`src/rtl/branch_predictor_if.sv`:
```
// Fetch/execute-side bundle for the branch predictor: lookup, resolved-branch
// feedback, flush request and statistics.
interface branch_predictor_if #(
  parameter int STAT_W = 32
);
  // Fetch-stage lookup
  logic [31:0]       fetch_pc;
  logic              pred_taken;
  logic [31:0]       pred_target;
  logic [31:0]       pred_npc;
  // Execute-stage resolution feedback
  logic              upd_valid;
  logic [31:0]       upd_pc;
  logic              upd_taken;
  logic [31:0]       upd_target;
  logic              upd_pred_taken;
  logic [31:0]       upd_pred_target;
  // Recovery and performance counters
  logic              mispredict;
  logic [31:0]       recover_pc;
  logic [STAT_W-1:0] stat_branches;
  logic [STAT_W-1:0] stat_mispredicts;

  // Pipeline side: drives PCs and resolution, consumes predictions.
  modport master (
    output fetch_pc, upd_valid, upd_pc, upd_taken, upd_target,
           upd_pred_taken, upd_pred_target,
    input  pred_taken, pred_target, pred_npc, mispredict, recover_pc,
           stat_branches, stat_mispredicts
  );

  // Predictor side.
  modport slave (
    input  fetch_pc, upd_valid, upd_pc, upd_taken, upd_target,
           upd_pred_taken, upd_pred_target,
    output pred_taken, pred_target, pred_npc, mispredict, recover_pc,
           stat_branches, stat_mispredicts
  );
endinterface

```
`src/rtl/branch_predictor.sv`:
```
// Next-PC predictor: direct-mapped BTB with 2-bit saturating direction
// counters, trained by execute-stage resolutions, plus saturating
// branch / mispredict statistics.
module branch_predictor #(
  parameter int         ENTRIES   = 16,
  parameter int         STAT_W    = 32,
  parameter logic [1:0] ALLOC_CTR = 2'b10
) (
  input  logic              CLK,
  input  logic              nRST,
  branch_predictor_if.slave bp
);
  localparam int IDX_W = $clog2(ENTRIES);
  localparam int TAG_W = 32 - IDX_W - 2;

  // Table storage. Only valid and ctr are reset; a stale tag/target is
  // harmless while its valid bit is clear.
  logic             r_valid  [ENTRIES];
  logic [1:0]       r_ctr    [ENTRIES];
  logic [TAG_W-1:0] r_tag    [ENTRIES];
  logic [31:0]      r_target [ENTRIES];

  logic [STAT_W-1:0] r_stat_branches;
  logic [STAT_W-1:0] r_stat_mispredicts;

  logic [IDX_W-1:0] w_fetch_idx;
  logic [TAG_W-1:0] w_fetch_tag;
  logic             w_fetch_hit;
  logic [IDX_W-1:0] w_upd_idx;
  logic [TAG_W-1:0] w_upd_tag;
  logic             w_upd_hit;
  logic             w_mispredict;

  assign w_fetch_idx = bp.fetch_pc[IDX_W+1:2];
  assign w_fetch_tag = bp.fetch_pc[31:IDX_W+2];
  assign w_upd_idx   = bp.upd_pc[IDX_W+1:2];
  assign w_upd_tag   = bp.upd_pc[31:IDX_W+2];

  // Lookup reads registered state only, so a same-cycle update is not visible.
  assign w_fetch_hit    = r_valid[w_fetch_idx] && (r_tag[w_fetch_idx] == w_fetch_tag);
  assign bp.pred_taken  = w_fetch_hit & r_ctr[w_fetch_idx][1];
  assign bp.pred_target = w_fetch_hit ? r_target[w_fetch_idx] : 32'd0;
  assign bp.pred_npc    = bp.pred_taken ? bp.pred_target : bp.fetch_pc + 32'd4;

  assign w_upd_hit = r_valid[w_upd_idx] && (r_tag[w_upd_idx] == w_upd_tag);

  // Wrong direction, or right "taken" direction with the wrong target.
  assign w_mispredict = bp.upd_valid &
                        ((bp.upd_taken != bp.upd_pred_taken) |
                         (bp.upd_taken & bp.upd_pred_taken &
                          (bp.upd_target != bp.upd_pred_target)));
  assign bp.mispredict = w_mispredict;
  assign bp.recover_pc = bp.upd_taken ? bp.upd_target : bp.upd_pc + 32'd4;

  assign bp.stat_branches    = r_stat_branches;
  assign bp.stat_mispredicts = r_stat_mispredicts;

  genvar gi;
  generate
    for (gi = 0; gi < ENTRIES; gi++) begin : g_entry
      logic w_sel;
      assign w_sel = bp.upd_valid && (w_upd_idx == IDX_W'(gi));

      // Direction training: saturate on hits, allocate weakly-taken on taken misses.
      always_ff @(posedge CLK or negedge nRST) begin
        if (!nRST) begin
          r_valid[gi] <= 1'b0;
          r_ctr[gi]   <= 2'b00;
        end else if (w_sel) begin
          if (w_upd_hit) begin
            if (bp.upd_taken)
              r_ctr[gi] <= (r_ctr[gi] == 2'b11) ? 2'b11 : r_ctr[gi] + 2'd1;
            else
              r_ctr[gi] <= (r_ctr[gi] == 2'b00) ? 2'b00 : r_ctr[gi] - 2'd1;
          end else if (bp.upd_taken) begin
            r_valid[gi] <= 1'b1;
            r_ctr[gi]   <= ALLOC_CTR;
          end
        end
      end

      // Tag/target written on any taken resolution (hit refreshes target,
      // miss allocates and evicts any alias).
      always_ff @(posedge CLK) begin
        if (w_sel && bp.upd_taken) begin
          r_tag[gi]    <= w_upd_tag;
          r_target[gi] <= bp.upd_target;
        end
      end
    end
  endgenerate

  // Saturating performance counters.
  always_ff @(posedge CLK or negedge nRST) begin
    if (!nRST) begin
      r_stat_branches    <= '0;
      r_stat_mispredicts <= '0;
    end else begin
      if (bp.upd_valid && (r_stat_branches != {STAT_W{1'b1}}))
        r_stat_branches <= r_stat_branches + 1'b1;
      if (w_mispredict && (r_stat_mispredicts != {STAT_W{1'b1}}))
        r_stat_mispredicts <= r_stat_mispredicts + 1'b1;
    end
  end
endmodule

```
`src/flat_wrapper.sv`:
```
// flat-port wrapper written by rule: the top's interface ports become plain ports
module branch_predictor_flat 
#(
  parameter int         ENTRIES   = 16,
  parameter int         STAT_W    = 32,
  parameter logic [1:0] ALLOC_CTR = 2'b10
)
  (CLK, nRST, bp_fetch_pc, bp_upd_valid, bp_upd_pc, bp_upd_taken, bp_upd_target, bp_upd_pred_taken, bp_upd_pred_target, bp_pred_taken, bp_pred_target, bp_pred_npc, bp_mispredict, bp_recover_pc, bp_stat_branches, bp_stat_mispredicts);
  branch_predictor_if #(.STAT_W(STAT_W)) bp_i ();
  input  logic CLK;
  input  logic nRST;
  input wire logic [$bits(bp_i.fetch_pc)-1:0] bp_fetch_pc;
  input wire logic [$bits(bp_i.upd_valid)-1:0] bp_upd_valid;
  input wire logic [$bits(bp_i.upd_pc)-1:0] bp_upd_pc;
  input wire logic [$bits(bp_i.upd_taken)-1:0] bp_upd_taken;
  input wire logic [$bits(bp_i.upd_target)-1:0] bp_upd_target;
  input wire logic [$bits(bp_i.upd_pred_taken)-1:0] bp_upd_pred_taken;
  input wire logic [$bits(bp_i.upd_pred_target)-1:0] bp_upd_pred_target;
  output wire logic [$bits(bp_i.pred_taken)-1:0] bp_pred_taken;
  output wire logic [$bits(bp_i.pred_target)-1:0] bp_pred_target;
  output wire logic [$bits(bp_i.pred_npc)-1:0] bp_pred_npc;
  output wire logic [$bits(bp_i.mispredict)-1:0] bp_mispredict;
  output wire logic [$bits(bp_i.recover_pc)-1:0] bp_recover_pc;
  output wire logic [$bits(bp_i.stat_branches)-1:0] bp_stat_branches;
  output wire logic [$bits(bp_i.stat_mispredicts)-1:0] bp_stat_mispredicts;
  assign bp_i.fetch_pc = bp_fetch_pc;
  assign bp_i.upd_valid = bp_upd_valid;
  assign bp_i.upd_pc = bp_upd_pc;
  assign bp_i.upd_taken = bp_upd_taken;
  assign bp_i.upd_target = bp_upd_target;
  assign bp_i.upd_pred_taken = bp_upd_pred_taken;
  assign bp_i.upd_pred_target = bp_upd_pred_target;
  assign bp_pred_taken = bp_i.pred_taken;
  assign bp_pred_target = bp_i.pred_target;
  assign bp_pred_npc = bp_i.pred_npc;
  assign bp_mispredict = bp_i.mispredict;
  assign bp_recover_pc = bp_i.recover_pc;
  assign bp_stat_branches = bp_i.stat_branches;
  assign bp_stat_mispredicts = bp_i.stat_mispredicts;
  branch_predictor #(.ENTRIES(ENTRIES), .STAT_W(STAT_W), .ALLOC_CTR(ALLOC_CTR)) u_core (.CLK(CLK), .nRST(nRST), .bp(bp_i));
endmodule
```
`config.mk`:
```
export PLATFORM = sky130hd
export DESIGN_NAME = branch_predictor_flat
export DESIGN_NICKNAME = d
export VERILOG_FILES = /design/src/rtl/branch_predictor_if.sv /design/src/rtl/branch_predictor.sv /design/src/flat_wrapper.sv
export SDC_FILE = /design/constraint.sdc
export NUM_CORES = 2
export LEC_CHECK = 0
export BUFFER_PORTS_ARGS = -buffer_cell sky130_fd_sc_hd__buf_4
export CAP_MARGIN = 20
export CORE_ASPECT_RATIO = 0.7
export CORE_UTILIZATION = 60
export DETAILED_ROUTE_END_ITERATION = 12
export HOLD_SLACK_MARGIN = 0.06
export PLACE_DENSITY = 0.79
export SLEW_MARGIN = 20
export SYNTH_ARGS = -nofsm -noshare
export SYNTH_HDL_FRONTEND = slang
export SYNTH_SLANG_ARGS = --single-unit
```
`constraint.sdc`:
```
create_clock -name CLK -period 13.4 [get_ports CLK]
set_clock_uncertainty 0.1 [all_clocks]
set_input_delay 2.68 -clock CLK [delete_from_list [all_inputs] [get_ports CLK]]
set_output_delay 2.68 -clock CLK [all_outputs]
set_load 0.005 [all_outputs]
```
==> flow_summary.toml <==
[layout]
fin_cells = 4087
final_common_cell = "edfxtp_1"
fillers = 4795
nets = 3100
layout-drive-gt1-share_pct = 30.4
areaGrowthSynthToFinish_pct = 13.5
final_core_utilization_pct = 69.4
stdcell_area_sq_um = 53800
final_cell_mix = "edfxtp_1 (928), mux4_2 (367), buf_4 (341)"

[route]
vias = 29600
dr.pass1.iters = 7
wl_microns = 141000
post_drt_wl_per_cell_microns = 34.6
ant_nets = 0
viasPerCell = 7.24
drc = 0
drtIter0Drc = 4536

[setup_path]
endpoint_kind = "output pin"
cp-start-kind = "primary input"
crit_type = "primary input to output pin"
cp.required_ps = 10620
worstPathArrival_ps = 7900
path_max_fanout = 80

[power]
p_per_area_nw_per_um2 = 132
p_total_mw = 7.09
irDropWorstVdd_mv = 0.119
leakagePower_nw = 18.4

[clock_tree]
cts_tree = "built"
ctsHoldBuffers = 0
cts.htree.levels = 3
numClockSinks = 1040
worstSkewPairLatency_ps = 690
cts_buffers = 95
post-cts-setup-buffer-count = 0
clkTransAtPathRegs_ps = 60
cts_resized = 0
cts_buffer_depth = 3
root_buffer = "clkbuf_16"

[synth]
synth.net_count = 2830
synth_ff_type = "edfxtp_1"
synth_edf_count = 928
synthCells = 2689
syn_area_sq_um = 47400
yosysSeqAreaShare_pct = 64.7
yosysUniqueCellTypes = 68
synth.avg_cell_area_sq_um = 17.6
synth_warnings = 0
ys_seq_elements = 1040
async_reset_ff_share_pct = 10.8

[grt]
grt_first_pass_wirelength_microns = 202000
first_global_vias = 29300
grt_usage_pct = 35.6
grt_max_degree = 81
antenna_found_initial = 13
grt-ovfl-total = 0

[sta]
final_hold_viol_count = 0
setup_viol = 0
worst_hold_slack_ps = 390
fin_crit_sh_pct = 79.7
slew-limit-headroom_pct = 17.1
rsz0062_at_grt = "false"
setup_slack_ps = 2720
setup_tns_ps = 0
worstMarginPinSlew_ps = 1240
maxSlewViolCount = 0
fmax_ghz = 0.0937
period_minus_slack_ps = 10680

[floorplanning]
die_area_sq_um = 80200
initial_core_util_pct = 61.2
rows = 85
coreArea_sq_um = 77500
ios = 295
die_h_microns = 237
dieWidth_microns = 338

[place]
dp_slack_ps = 3120
place_area_sq_um = 50700
dp.final_hpwl_microns = 86200
dp.cells = 3904
gp_congestion = 0.972
io_buffers = 294

[worst_hold_path]
min_path_type = "flop to flop"

[outcome]
status = "completed"

[job]
cap_violations = 0
[layout make-up]
class,count,area [sq um],share of cell area [%]
sequential,1040,30700,57.0
multi-input combinational,1451,16000,29.8
timing repair buffer,350,2690,4.99
clock buffer,112,2440,4.54
tap,1044,1310,2.43
clock inverter,60,591,1.10
inverter,21,80.1,0.149
antenna,9,22.5,0.0418
[cells in the mapped netlist (28+ instances only)]
library cell	number	area [sq um]
a22oi_1	39	293
and3_1	30	188
buf_2	46	230
clkbuf_1	87	327
dfrtp_1	112	2800
edfxtp_1	928	27900
mux2_2	40	450
mux2i_1	104	1040
mux4_2	367	8270
nand2_1	140	526
nand3_1	37	185
nand4_1	49	307
nor2_1	73	274
nor2b_1	45	282
nor3_1	52	260
nor4_1	28	175
o21ai_0	38	190
xnor2_1	157	1380
xor2_1	59	517
[report_power, final]
part	total, mW	switching (mW)	internal [mW]
logic	0.703	0.396	0.306
clock network	2.70	1.23	1.47
registers	3.68	0.0734	3.61
[state kept, by name (all words and copies together), names as in the netlist]
register,cells
u_core.bp.stat_branches,32
u_core.bp.stat_mispredicts,32
u_core.r_ctr,32
u_core.r_tag,416
u_core.r_target,512
u_core.r_valid,16
[cells by family after synthesis]
| group | synth area share [%] |
|---|---|
| flip-flops | 64.7 |
| multiplexers | 20.6 |
| AND/OR/NAND/NOR | 5.26 |
| AO/OA/AOI/OAI | 3.42 |
| XOR/XNOR | 3.99 |
| buffers and inverters | 1.86 |
| adder cells (fa/ha/maj) | 0.211 |
[final timing paths]
check                      slack [ps]                                    endpoint  cells past startpoint                                    from
min in group asynchronous        1910     u_core.bp.stat_branches[24]$_DFFE_PN0P_                      1                                    nRST
setup / recovery                 2720                              bp_pred_npc[7]                     12                          bp_fetch_pc[3]
hold reg to reg                   390      u_core.bp.stat_branches[8]$_DFFE_PN0P_                      1  u_core.bp.stat_branches[8]$_DFFE_PN0P_
hold / removal                    390      u_core.bp.stat_branches[8]$_DFFE_PN0P_                      1  u_core.bp.stat_branches[8]$_DFFE_PN0P_
setup reg to reg                 8710               u_core.r_valid[2]$_DFFE_PN0P_                     10          u_core.r_tag[11][23]$_DFFE_PP_
max in group asynchronous       10150  u_core.bp.stat_mispredicts[27]$_DFFE_PN0P_                      2                                    nRST
[per-layer routing]
layer / vias up / track usage, % / wire [microns]
li1: 11500 / - / -
met1: 15200 / 49.0 / 49300
met2: 2494 / 52.6 / 64700
met3: 391 / 12.4 / 21500
met4: 4 / 14.1 / 5910
met5: - / 0 / 91
[critical path, cell delays in order]
cell	delay [ps]
buf_8	570
buf_4	640
mux4_2	590
mux2i_1	180
xnor2_1	80
o21ai_0	570
o21a_1	230
nor4bb_1	230
nand4b_1	920
buf_4	620
mux2_2	340
buf_4	140
Note: power is estimated with default switching activity, not from simulation.
